## config.mk

```make
export PLATFORM = sky130hd
export DESIGN_NAME = bin_to_bcd_seq
export DESIGN_NICKNAME = d
export VERILOG_FILES = /design/src/rtl/bin_to_bcd_seq.sv
export SDC_FILE = /design/constraint.sdc
export NUM_CORES = 1
export LEC_CHECK = 0
export CAP_MARGIN = 20
export CORE_UTILIZATION = 45
export CTS_CLUSTER_DIAMETER = 60
export DETAILED_ROUTE_END_ITERATION = 10
export GPL_TIMING_DRIVEN = 0
export PLACE_DENSITY = 0.67
export SLEW_MARGIN = 20
export SYNTH_ARGS = -nofsm -noshare
export SYNTH_HDL_FRONTEND = slang
export SYNTH_SLANG_ARGS = --single-unit
```

## constraint.sdc

```tcl
create_clock -name clk -period 3.7 [get_ports clk]
set_input_delay 0.37 -clock clk [delete_from_list [all_inputs] [get_ports clk]]
set_output_delay 0.37 -clock clk [all_outputs]
set_load 0.01 [all_outputs]
```

## src/rtl/bin_to_bcd_seq.sv

```systemverilog
// Sequential sign-magnitude binary to packed BCD converter (shift-add-3, one bit per clock).
// Optional macro BCD_SAT_EN: saturate bcd_out to all-9s when the magnitude overflows DIGITS digits.

module bin_to_bcd_add3 (
   input  logic [3:0] nib_i,
   output logic [3:0] nib_o
);
   // A nibble that will reach >=10 after the next doubling is pre-biased by 3 (max result 4'b1100).
   assign nib_o = (nib_i >= 4'd5) ? nib_i + 4'd3 : nib_i;
endmodule

module bin_to_bcd_seq #(
   parameter int W_MAG  = 14,
   parameter int DIGITS = 4
) (
   input  logic                  clk,
   input  logic                  rst_n,
   input  logic                  start,
   input  logic [W_MAG:0]        bin_in,
   output logic                  busy,
   output logic                  done,
   output logic [4*DIGITS-1:0]   bcd_out,
   output logic                  sign_out,
   output logic                  ovf
);
   // One extra scratch digit catches magnitudes beyond the displayable range.
   localparam int SD = DIGITS + 1;
   localparam int SW = 4 * SD;
   localparam int CW = $clog2(W_MAG + 1);

   typedef enum logic [1:0] {S_IDLE, S_SHIFT, S_DONE} state_t;

   state_t               state_q, state_d;
   logic [W_MAG-1:0]     shift_q, shift_d;
   logic [SW-1:0]        scratch_q, scratch_d;
   logic [CW-1:0]        cnt_q, cnt_d;
   logic                 sign_q, sign_d;
   logic                 done_q, done_d;
   logic [4*DIGITS-1:0]  bcd_q, bcd_d;
   logic                 sign_out_q, sign_out_d;
   logic                 ovf_q, ovf_d;

   logic [SW-1:0]        scratch_adj;
   logic                 ovf_det;
   logic [4*DIGITS-1:0]  bcd_res;

   for (genvar g = 0; g < SD; g++) begin : g_nib
      bin_to_bcd_add3 u_add3 (
         .nib_i (scratch_q[4*g +: 4]),
         .nib_o (scratch_adj[4*g +: 4])
      );
   end

   assign ovf_det = |scratch_q[SW-1:4*DIGITS];

`ifdef BCD_SAT_EN
   assign bcd_res = ovf_det ? {DIGITS{4'h9}} : scratch_q[4*DIGITS-1:0];
`else
   assign bcd_res = scratch_q[4*DIGITS-1:0];
`endif

   always_comb begin
      state_d    = state_q;
      shift_d    = shift_q;
      scratch_d  = scratch_q;
      cnt_d      = cnt_q;
      sign_d     = sign_q;
      done_d     = 1'b0;
      bcd_d      = bcd_q;
      sign_out_d = sign_out_q;
      ovf_d      = ovf_q;
      unique case (state_q)
         S_IDLE: begin
            if (start) begin
               shift_d   = bin_in[W_MAG-1:0];
               sign_d    = bin_in[W_MAG];
               scratch_d = '0;
               cnt_d     = CW'(W_MAG);
               state_d   = S_SHIFT;
            end
         end
         S_SHIFT: begin
            scratch_d = {scratch_adj[SW-2:0], shift_q[W_MAG-1]};
            shift_d   = {shift_q[W_MAG-2:0], 1'b0};
            cnt_d     = cnt_q - CW'(1);
            if (cnt_q == CW'(1)) state_d = S_DONE;
         end
         S_DONE: begin
            bcd_d      = bcd_res;
            // Negative zero is reported as positive.
            sign_out_d = sign_q & (|scratch_q);
            ovf_d      = ovf_det;
            done_d     = 1'b1;
            state_d    = S_IDLE;
         end
         default: state_d = S_IDLE;
      endcase
   end

   always_ff @(posedge clk or negedge rst_n) begin
      if (!rst_n) begin
         state_q    <= S_IDLE;
         shift_q    <= '0;
         scratch_q  <= '0;
         cnt_q      <= '0;
         sign_q     <= 1'b0;
         done_q     <= 1'b0;
         bcd_q      <= '0;
         sign_out_q <= 1'b0;
         ovf_q      <= 1'b0;
      end else begin
         state_q    <= state_d;
         shift_q    <= shift_d;
         scratch_q  <= scratch_d;
         cnt_q      <= cnt_d;
         sign_q     <= sign_d;
         done_q     <= done_d;
         bcd_q      <= bcd_d;
         sign_out_q <= sign_out_d;
         ovf_q      <= ovf_d;
      end
   end

   assign busy     = (state_q != S_IDLE);
   assign done     = done_q;
   assign bcd_out  = bcd_q;
   assign sign_out = sign_out_q;
   assign ovf      = ovf_q;

endmodule
```

==> reports/metrics.yaml, run 1 <==
synthesis:
  yosys.area_share.simple: 0.1414
  synth_top_family_by_area: "compound AO/OA/AOI/OAI gates"
  synth_compound_area_frac: 0.1531
  yosysWarnings: 0
  syn_nets: 308
  ys_seq_area_frac: 0.5220
  synthXorXnorAreaFrac: 0.01827
  synthMuxAreaShare: 0.04915
  synth_cell_types: 36
  synth_fa_ha_area_frac: 0.06960
  avgSynthCellArea_um2: 10.50
  ys_ff_latch: 60
  synthCells: 274
  syn_area_um2: 2877
worst_setup_path:
  cp.arrival_ns: 1.54
  slowest_delay_ns: 0.48
  crit_path_max_fanout: 6
  worstPathRequired_ns: 3.33
  endpoint_kind: "output port"
  crit_path_top_delay_cell: "clkdlybuf4s50_1"
  worstSetupPathType: "reg2out"
  crit_chain: "or2_2, clkdlybuf4s50_1"
  start_kind: "flop"
run_status:
  status: "finished, final reports clean"
pwr:
  p_per_area_nw_per_um2: 860.0
  power.leakage_uw: 0.001597
  ir_worst_vdd_mv: 0.4990
placement:
  dp_hpwl_um: 4139
  io_buffers: 37
  place_congestion: 0.7770
  dpl_cell_area_um2: 3366
layout:
  regArea_um2: 1501
  postLayoutCellArea_um2: 3545
  drive_gt1_frac: 0.1128
  nets: 358
  n_antenna_cell: 0
  nFillCells: 538
  fin_util: 0.5882
  syn_to_final_growth_pct: 23.23
  multi_input_area_um2: 1241
detailed_routing:
  drt-vias-per-instance: 5.395
  ant_nets: 0
  drt-pass1-iter-count: 4
  wl_per_cell_um: 14.75
  vias: 2174
  wirelength_um: 5946
  drc: 0
  drtIter0Drc: 107
timing:
  fin_setup_tns_ns: 0
  rsz0062_at_grt: "false"
  fmax_ghz: 0.5228
  worst_clock_skew_ns: 0.004218
  slew_headroom: 0.6036
  finalSetupViolations: 0
  fin_hold_ws_ns: 0.4444
  timing.final.crit_share: 0.5170
  finalHoldViolCount: 0
  tightestPinTransition_ns: 0.5946
  min_period_ns: 1.913
  slew_viol_final: 0
floorplan:
  dieArea_um2: 6716
  initial_utilization: 0.4774
  core_um2: 6026
  ioPinCount: 38
  fp-row-count: 28
  dieWidth_um: 81.95
  die_y_um: 81.95
global_routing:
  grt_start_max_net_pins: 47
  grt_pass1_vias: 2077
  overflow: 0
  grt_use_total: 0.2044
  grt_pass1_wl_um: 9984
  antenna_found_initial: 0
clocking:
  cts_root_buf: "clkbuf_8"
  post-cts-setup-buffers: 0
  hold_buffers: 1
  htree_levels: 3
  clk_pin_slew_ns: 0.06
  numCtsBuffers: 9
  cts_sinks: 60
  cts_resized: 0
  clk-insertion-delay-late_ns: 0.33
  clock_path_buffers: 2
  cts_tree: "done"
min_path:
  hp-class: "in2async"
job:
  maxCapViolCount: 0
[cells by family (layout without fill, tap and decap cells)]
kind of cell / after synthesis / in the layout
buffers and inverters: 27 / 81
multiplexers: 13 / 13
XOR/XNOR: 6 / 6
AO/OA/AOI/OAI: 68 / 68
AND/OR/NAND/NOR: 84 / 84
adder cells (fa/ha/maj): 16 / 16
flip-flops: 60 / 60
[cell usage in the layout, fill, tap and decap left out, types with 5 or more instances in the layout]
cell / Yosys / final
dfrtp_1: 60 / 60
nand2_1: 46 / 46
clkdlybuf4s50_1: 0 / 36
o21ai_0: 19 / 19
ha_1: 16 / 16
nor2_1: 15 / 15
inv_1: 13 / 13
a31oi_1: 13 / 13
clkbuf_8: 0 / 11
mux2_2: 9 / 9
o22ai_1: 9 / 9
a21oi_1: 8 / 8
clkbuf_1: 5 / 7
buf_2: 7 / 7
nand2b_1: 6 / 6
xnor2_1: 6 / 6
a32o_1: 5 / 5
o31ai_1: 5 / 5
[report_power, final]
part           internal [µW]  total, µW  switching (µW)
clock                    274        511             237
sequential               934       1150             212
combinational            662       1390             730
total                   1870       3050            1180
[flip-flops by register name, summed over array words and instances, names as in the netlist]
register / count
bcd_out: 16
cnt_q: 4
done: 1
ovf: 1
scratch_q: 20
shift_q: 14
sign_out: 1
sign_q: 1
state_q: 2
[cells in the mapped netlist]
library cell / count / area (µm²)
and2b_1: 1 / 7.510
buf_2: 7 / 35.03
a31oi_1: 13 / 81.33
mux2_2: 9 / 101.4
nor4_1: 1 / 6.260
dfrtp_1: 60 / 1501
inv_1: 13 / 48.80
nand4_1: 1 / 6.260
o311ai_0: 2 / 17.52
nor3b_1: 4 / 30.03
and3_1: 1 / 6.260
nor2_1: 15 / 56.30
and2_1: 1 / 6.260
clkbuf_1: 5 / 18.77
buf_6: 1 / 11.26
or2b_1: 1 / 7.510
a32o_1: 5 / 50.05
nand3_1: 1 / 5.000
ha_1: 16 / 200.2
o21ai_0: 19 / 95.09
or3b_1: 1 / 8.760
o31ai_2: 1 / 12.51
xnor2_1: 6 / 52.55
nor4b_1: 2 / 17.52
nand2_8: 1 / 20.02
a22o_1: 4 / 35.03
buf_12: 1 / 20.02
a21oi_1: 8 / 40.04
o31ai_1: 5 / 37.54
or2_2: 1 / 6.260
nand2b_1: 6 / 37.54
nor3b_2: 1 / 12.51
nand2_1: 46 / 172.7
o211ai_1: 2 / 15.01
mux2i_1: 4 / 40.04
o22ai_1: 9 / 56.30
[routing by layer]
metal	vias up	share of wire	GRT usage
met5	-	0	0
li1	1060	-	-
met1	1065	0.49	0.2837
met3	6	0.035	0.04667
met4	0	0.014	0.09474
met2	43	0.46	0.3017
[final timing paths]
check                                               start                   endpoint  slack (ns)  depth (start not counted)
worst max register to register  scratch_q[12]$_DFFE_PN0P_  scratch_q[14]$_DFFE_PN0P_        1.89                          6
worst min-delay path                                rst_n     bcd_out[4]$_DFFE_PN0P_        0.44                          2
worst max-delay path               state_q[1]$_DFFE_PN0P_                       busy        1.79                          2
worst min register to register     bcd_out[8]$_DFFE_PN0P_     bcd_out[8]$_DFFE_PN0P_        0.48                          2
max in group asynchronous                           rst_n    shift_q[12]$_DFFE_PN0P_        2.77                          3
min in group clk                   bcd_out[8]$_DFFE_PN0P_     bcd_out[8]$_DFFE_PN0P_        0.48                          2
[final cells by class]
cell class | instances | area share
well taps | 75 | 0.02647
multi-input cells | 187 | 0.3502
clock buffers | 13 | 0.04483
inverters | 13 | 0.01377
clock inverters | 2 | 0.002824
repair buffers | 39 | 0.1144
plain buffers | 14 | 0.02400
flip-flops and latches | 60 | 0.4236
[critical path, delay by kind of cell (launching register included)]
family | cells | cell delay, ns
DFF | 1 | 0.42
buffers and inverters | 1 | 0.48
and+or+nand+nor | 1 | 0.32
[per-stage QoR]
stage | instances | total power, µW | setup WS, ns
finish | 403 | 3048 | 1.787
global placement | 386 | 2501 | 0.3109
CTS | 403 | 3072 | 1.763
detailed placement | 387 | 2545 | 1.689
global route | 403 | 3295 | 1.726
floorplan | 274 | 2098 | 2.143
No activity file was read; power rests on OpenSTA's default activity.
==> run 2: changes to the inputs <==
--- a/config.mk
+++ b/config.mk
@@ -10,7 +10,7 @@
 export CTS_CLUSTER_DIAMETER = 60
 export DETAILED_ROUTE_END_ITERATION = 10
 export GPL_TIMING_DRIVEN = 0
-export PLACE_DENSITY = 0.67
+export PLACE_DENSITY = 0.7
 export SLEW_MARGIN = 20
 export SYNTH_ARGS = -nofsm -noshare
 export SYNTH_HDL_FRONTEND = slang
==> constraint.sdc (replaced) <==
create_clock -name clk -period 1.55 [get_ports clk]
set_input_delay 0.155 -clock clk [delete_from_list [all_inputs] [get_ports clk]]
set_output_delay 0.155 -clock clk [all_outputs]
set_load 0.01 [all_outputs]
==> reports/metrics.yaml, run 2 (synthesized netlist as in run 1, its figures left out) <==
layout:
  syn_to_final_growth_pct: 28.97
  layout_common_cells: "58 x dfrtp_1, 46 x nand2_1, 35 x clkdlybuf4s50_1"
  multi_input_area_um2: 1306  # +5.2%
  layout_commonest_cell: "dfrtp_1"
  nFillCells: 538  # unchanged
  drive_gt1_frac: 0.2199  # +0.1071
  max_flop_register: "scratch_q"
  regArea_um2: 1504  # +0.17%
  largest_register_ffs: 20  # unchanged
  postLayoutCellArea_um2: 3710  # +4.7%
  nets: 370  # +3.4%
  n_antenna_cell: 0  # unchanged
pwr:
  clockPowerShare: 0.167  # about the same
  combPwrFrac: 0.473  # +0.017
  p_per_area_nw_per_um2: 2081  # +140%
  ir_worst_vdd_mv: 0.8590  # +72%
  seqPwrFrac: 0.361  # -0.015
  p_sw_frac: 0.3832  # -0.003437
  switchingPower_uw: 2959  # +150%
  internal_power_uw: 4761  # +150%
  power.leakage_uw: 0.001656  # +3.7%
detailed_routing:
  maxUsedRoutingLayer: "met4"
  wl_met2_um: 2805  # +3.2%
  wl_per_cell_um: 14.69  # -0.47%
  drtIter0Drc: 87  # -19%
  vias: 2213  # +1.8%
  drt-pass1-iter-count: 4  # unchanged
  wl_met3_um: 232  # +10%
  drc: 0  # unchanged
  ant_nets: 0  # unchanged
  wl_met1_um: 2951  # +0.55%
  drt-vias-per-instance: 5.320  # -1.4%
  wirelength_um: 6109  # +2.7%
global_routing:
  antenna_found_initial: 0  # unchanged
  grt_start_max_net_pins: 43  # -8.5%
  grt_use_total: 0.2072  # +0.002797
  grt_pass1_wl_um: 10180  # +2.0%
  grt_pass1_vias: 2093  # +0.77%
  overflow: 0  # unchanged
clocking:
  htree_levels: 3  # unchanged
  cts_sinks: 60  # unchanged
  clk_pin_slew_ns: 0.06  # about the same
  cts_tree: "done"
  clk-insertion-delay-late_ns: 0.33  # about the same
  clock_path_buffers: 2  # unchanged
  cts_root_buf: "clkbuf_8"
  numCtsBuffers: 9  # unchanged
worst_setup_path:
  cp-startpoint: "state_q[0]$_DFFE_PN0P_"
  endpoint_kind: "flop"
  crit_path_max_fanout: 12  # +6
  path_buf_inv: 1  # unchanged
  r2r_start: "state_q[0]$_DFFE_PN0P_"
  worstSetupPathType: "reg2reg"
  slowest_delay_ns: 0.44  # -0.04 ns
  cp.depth: 5  # +3
  worstPathRequired_ns: 1.77  # -1.56 ns
  rr_worst_depth: 5  # -1
  rrSetupSlack_ns: 0.05  # -1.84 ns
  r2r_end: "scratch_q[15]$_DFFE_PN0P_"
  crit_family: "simple AND/OR/NAND/NOR gates"
  crit_path_top_delay_cell: "dfrtp_2"
  start_kind: "flop"
  endpoint: "scratch_q[15]$_DFFE_PN0P_"
  cp.arrival_ns: 1.72  # +0.18 ns
  crit_chain: "or3b_1, buf_6, nand2_8, o31ai_1, a32o_1"
timing:
  slew_viol_final: 0  # unchanged
  slew_headroom: 0.7161  # +0.1125
  min_period_ns: 1.499
  finalSetupViolations: 0  # unchanged
  tightestPinTransition_ns: 0.4259  # -0.1688 ns
  finalHoldViolCount: 0  # unchanged
  timing.final.crit_share: 0.9670
  worst_clock_skew_ns: 0.003721  # -0.0004969 ns
  setup_slack_ns: 0.05116  # -1.736 ns
  fmax_ghz: 0.6672
placement:
  dpl_cell_area_um2: 3362  # -0.11%
  io_buffers: 37  # unchanged
  pre_cts_slack_ns: -0.2910  # -1.980 ns
  dp_hpwl_um: 4075  # -1.6%
  place_congestion: 0.8192  # +5.4%
floorplan:
  core_um2: 6026  # unchanged
  initial_utilization: 0.4774  # unchanged
  dieWidth_um: 81.95  # unchanged
  ioPinCount: 38  # unchanged
  dieArea_um2: 6716  # unchanged
  die_y_um: 81.95  # unchanged
  fp-row-count: 28  # unchanged
run_status:
  status: "finished, final reports clean"
job:
  maxCapViolCount: 0  # unchanged
min_path:
  hp-class: "in2async"
-- run 2: changes by cell type in the layout (fill, tap and decap cells not counted), moves of 3 or more --
cell      change
inv_2         +8
inv_1         -8
ha_1          -4
buf_4        +16
ha_2          +3
a21oi_1       -5
a21oi_2       +5
clkbuf_1      -3
-- run 2: how the worst min path moves through the flow --
stage                                 from                       to  depth (start not counted)
global route                         rst_n  bcd_out[11]$_DFFE_PN0P_                          2
global placement    bcd_out[0]$_DFFE_PN0P_   bcd_out[0]$_DFFE_PN0P_                          2
finish                               rst_n  bcd_out[11]$_DFFE_PN0P_                          2
CTS                                  rst_n  bcd_out[11]$_DFFE_PN0P_                          2
detailed placement                   rst_n  bcd_out[11]$_DFFE_PN0P_                          1
floorplan                            rst_n   bcd_out[0]$_DFFE_PN0P_                          0
-- run 2: timing repair --
| action | in CTS | in global routing |
|---|---|---|
| pin swaps | 2 | 5 |
| hold buffers | 1 | 0 |
| setup buffers | 2 | 12 |
| setup endpoints to repair | 40 | 37 |
| endpoints found under the hold margin | 18 | 0 |
| gates resized for setup | 19 | 19 |
-- run 2: power by group through the flow --
stage	logic [µW]	registers, µW	clock network, µW
after floorplan	2320	2700	0
after global placement	3240	2730	0
after detailed placement	3330	2750	0
after CTS	3410	2770	1310
after global routing	4080	2870	1380
final	3650	2780	1290
-- run 2: per-stage QoR --
step	hold WS, ns	TNS, ns	instances	power [µW]	utilization
floorplan	-0.1406	0	274	5020	-
global placement	0.4634	-104.95	386	5974	0.5550
detailed placement	0.04842	-5.150	387	6077	0.5579
CTS	0.2313	0	405	7482	0.5972
global route	0.2658	-0.01335	416	8337	0.6157
finish	0.2292	0	416	7720	0.6157
-- run 2: metal layers --
| layer | vias to the layer above | GRT usage |
|---|---|---|
| met1 | 1054 | 0.2818 |
| met5 | - | 0 |
| met2 | 57 | 0.3174 |
| met4 | 0 | 0.09649 |
| li1 | 1089 | - |
| met3 | 13 | 0.04000 |
-- run 2: area by class of cell --
type,count,share of cell area
clock buffers,15,0.04755
flip-flops and latches,60,0.4054
clock inverters,1,0.001349
well taps,75,0.02530
multi-input cells,187,0.3521
plain buffers,12,0.01956
repair buffers,53,0.1356
inverters,13,0.01315
==> run 3: changes to the inputs <==
--- a/config.mk
+++ b/config.mk
@@ -6,8 +6,10 @@
 export NUM_CORES = 1
 export LEC_CHECK = 0
 export CAP_MARGIN = 20
+export CORE_MARGIN = 10
 export CORE_UTILIZATION = 45
 export CTS_CLUSTER_DIAMETER = 60
+export CTS_CLUSTER_SIZE = 20
 export DETAILED_ROUTE_END_ITERATION = 10
 export GPL_TIMING_DRIVEN = 0
 export PLACE_DENSITY = 0.7
==> reports/metrics.yaml, run 3 (synthesized netlist as in run 1, its figures left out) <==
clocking:
  cts_tree: "done"
  clk-insertion-delay-late_ns: 0.33  # about the same
  clk_pin_slew_ns: 0.06  # about the same
  cts_root_buf: "clkbuf_8"
  clock_path_buffers: 2  # unchanged
  numCtsBuffers: 9  # unchanged
  cts_sinks: 60  # unchanged
  htree_levels: 3  # unchanged
worst_setup_path:
  crit_path_max_fanout: 14  # +2
  crit_chain: "or3b_1, buf_6, nand2_8, o31ai_1, a32o_1"
  endpoint_kind: "flop"
  rr_worst_depth: 5  # unchanged
  crit_path_top_delay_cell: "dfrtp_2"
  start_kind: "flop"
  worstPathRequired_ns: 1.77  # about the same
  worstSetupPathType: "reg2reg"
  path_buf_inv: 1  # unchanged
  cp.arrival_ns: 1.73  # about the same
  cp.depth: 5  # unchanged
  slowest_delay_ns: 0.45  # about the same
  crit_family: "simple AND/OR/NAND/NOR gates"
layout:
  syn_to_final_growth_pct: 28.27
  layout_common_cells: "58 x dfrtp_1, 46 x nand2_1, 35 x clkdlybuf4s50_1"
  drive_gt1_frac: 0.2024  # -0.01756
  nFillCells: 546  # +1.5%
  n_antenna_cell: 0  # unchanged
  layout_commonest_cell: "dfrtp_1"
  largest_register_ffs: 20  # unchanged
  regArea_um2: 1504  # unchanged
  max_flop_register: "scratch_q"
  stdcell_count: 413  # -0.72%
  nets: 365  # -1.4%
  multi_input_area_um2: 1340  # +2.6%
timing:
  finalSetupViolations: 0  # unchanged
  min_period_ns: 1.512  # +0.01322 ns
  setup_slack_ns: 0.03794  # -0.01322 ns
  timing.final.crit_share: 0.9755  # +0.008530
  slew_headroom: 0.7057  # -0.01038
  fmax_ghz: 0.6614  # -0.87%
  rsz0062_at_grt: "true"
  tightestPinTransition_ns: 0.4414  # +0.01557 ns
  slew_viol_final: 0  # unchanged
  worst_clock_skew_ns: 0.004712  # +0.0009903 ns
  finalHoldViolCount: 0  # unchanged
floorplan:
  initial_utilization: 0.4582  # -0.01913
  die_y_um: 99.95  # +22%
  fp-row-count: 29  # +3.6%
  dieWidth_um: 99.95  # +22%
  dieArea_um2: 9990  # +49%
  ioPinCount: 38  # unchanged
  core_um2: 6277  # +4.2%
global_routing:
  grt_pass1_wl_um: 10350  # +1.6%
  grt_use_total: 0.1291  # -0.07807
  overflow: 0  # unchanged
  antenna_found_initial: 0  # unchanged
  grt_start_max_net_pins: 39  # -9.3%
  grt_pass1_vias: 2164  # +3.4%
job:
  maxCapViolCount: 0  # unchanged
run_status:
  status: "finished, final reports clean"
pwr:
  power.leakage_uw: 0.001645  # -0.71%
  ir_worst_vdd_mv: 0.9450  # +10%
  p_per_area_nw_per_um2: 2093  # +0.57%
placement:
  place_congestion: 0.8011  # -2.2%
  dp_hpwl_um: 4604  # +13%
  io_buffers: 37  # unchanged
  dp_cells: 389  # +0.52%
  pre_cts_slack_ns: -0.2340  # +0.05702 ns
detailed_routing:
  drtIter0Drc: 101  # +16%
  drt-pass1-iter-count: 4  # unchanged
  wl_per_cell_um: 16.09  # +9.6%
  wirelength_um: 6647  # +8.8%
  drt-vias-per-instance: 5.416  # +1.8%
  vias: 2237  # +1.1%
  drc: 0  # unchanged
  ant_nets: 0  # unchanged
min_path:
  hp-class: "in2async"
-- run 3: changes by cell type in the layout (fill, tap and decap cells not counted), moves of 2 or more --
cell / before / now
a21oi_2: 5 / 3
ha_1: 12 / 14
a21oi_4: 0 / 2
buf_4: 17 / 12
ha_2: 3 / 1
clkbuf_8: 12 / 10
-- run 3: power breakdown --
| group | leakage (µW) | internal (µW) | switching (µW) |
|---|---|---|---|
| combinational | 0.000830 | 1830 | 1860 |
| sequential | 0.000730 | 2230 | 599 |
| clock | 0.0000844 | 621 | 583 |
| total | 0.00164 | 4680 | 3050 |
-- run 3: path summary, 6_finish.rpt --
check | from | to | slack, ns
max in group asynchronous | rst_n | state_q[1]$_DFFE_PN0P_ | 0.78
setup / recovery | state_q[0]$_DFFE_PN0P_ | scratch_q[11]$_DFFE_PN0P_ | 0.04
hold / removal | rst_n | bcd_out[5]$_DFFE_PN0P_ | 0.26
hold reg to reg | bcd_out[8]$_DFFE_PN0P_ | bcd_out[8]$_DFFE_PN0P_ | 0.48
min in group clk | bin_in[0] | shift_q[0]$_DFFE_PN0P_ | 0.35
setup reg to reg | state_q[0]$_DFFE_PN0P_ | scratch_q[11]$_DFFE_PN0P_ | 0.04
-- run 3: routing by layer --
| metal | global-route usage | wire length [µm] | vias to the layer above |
|---|---|---|---|
| met1 | 0.1546 | 2888 | 1092 |
| met3 | 0.04464 | 490 | 7 |
| met2 | 0.2046 | 3183 | 59 |
| li1 | - | - | 1079 |
| met4 | 0.05843 | 85 | 0 |
| met5 | 0 | 0 | - |
-- run 3: final cells by class --
cell class,count,share of cell area
inverters,13,0.01322
clock inverters,2,0.002713
repair buffers,48,0.1261
flip-flops and latches,60,0.4076
multi-input cells,187,0.3632
well taps,77,0.02611
plain buffers,12,0.01967
clock buffers,14,0.04137
-- run 3: repair_timing --
| item | 4_1_cts | 5_1_grt |
|---|---|---|
| buffers inserted | 1 | 8 |
| endpoints found under the setup margin | 39 | 34 |
| hold endpoints to repair | 22 | 0 |
| pin swaps | 2 | 5 |
| hold buffers | 1 | 0 |
| gates resized for setup | 13 | 28 |
-- run 3: per-stage QoR --
| step | cell area, µm² | TNS, ns | hold slack [ns] | power (µW) | utilization |
|---|---|---|---|---|---|
| 2_1_floorplan | 2880 | 0 | -0.1406 | 5020 | - |
| 3_3_place_gp | 3347 | -99.78 | 0.4621 | 5991 | 0.5332 |
| 3_5_place_dp | 3364 | -4.062 | 0.07423 | 6123 | 0.5360 |
| 4_1_cts | 3577 | -0.4849 | 0.2521 | 7468 | 0.5699 |
| 5_1_grt | 3690 | -0.03934 | 0.2851 | 8264 | 0.5878 |
| 6_report | 3690 | 0 | 0.2554 | 7722 | 0.5878 |
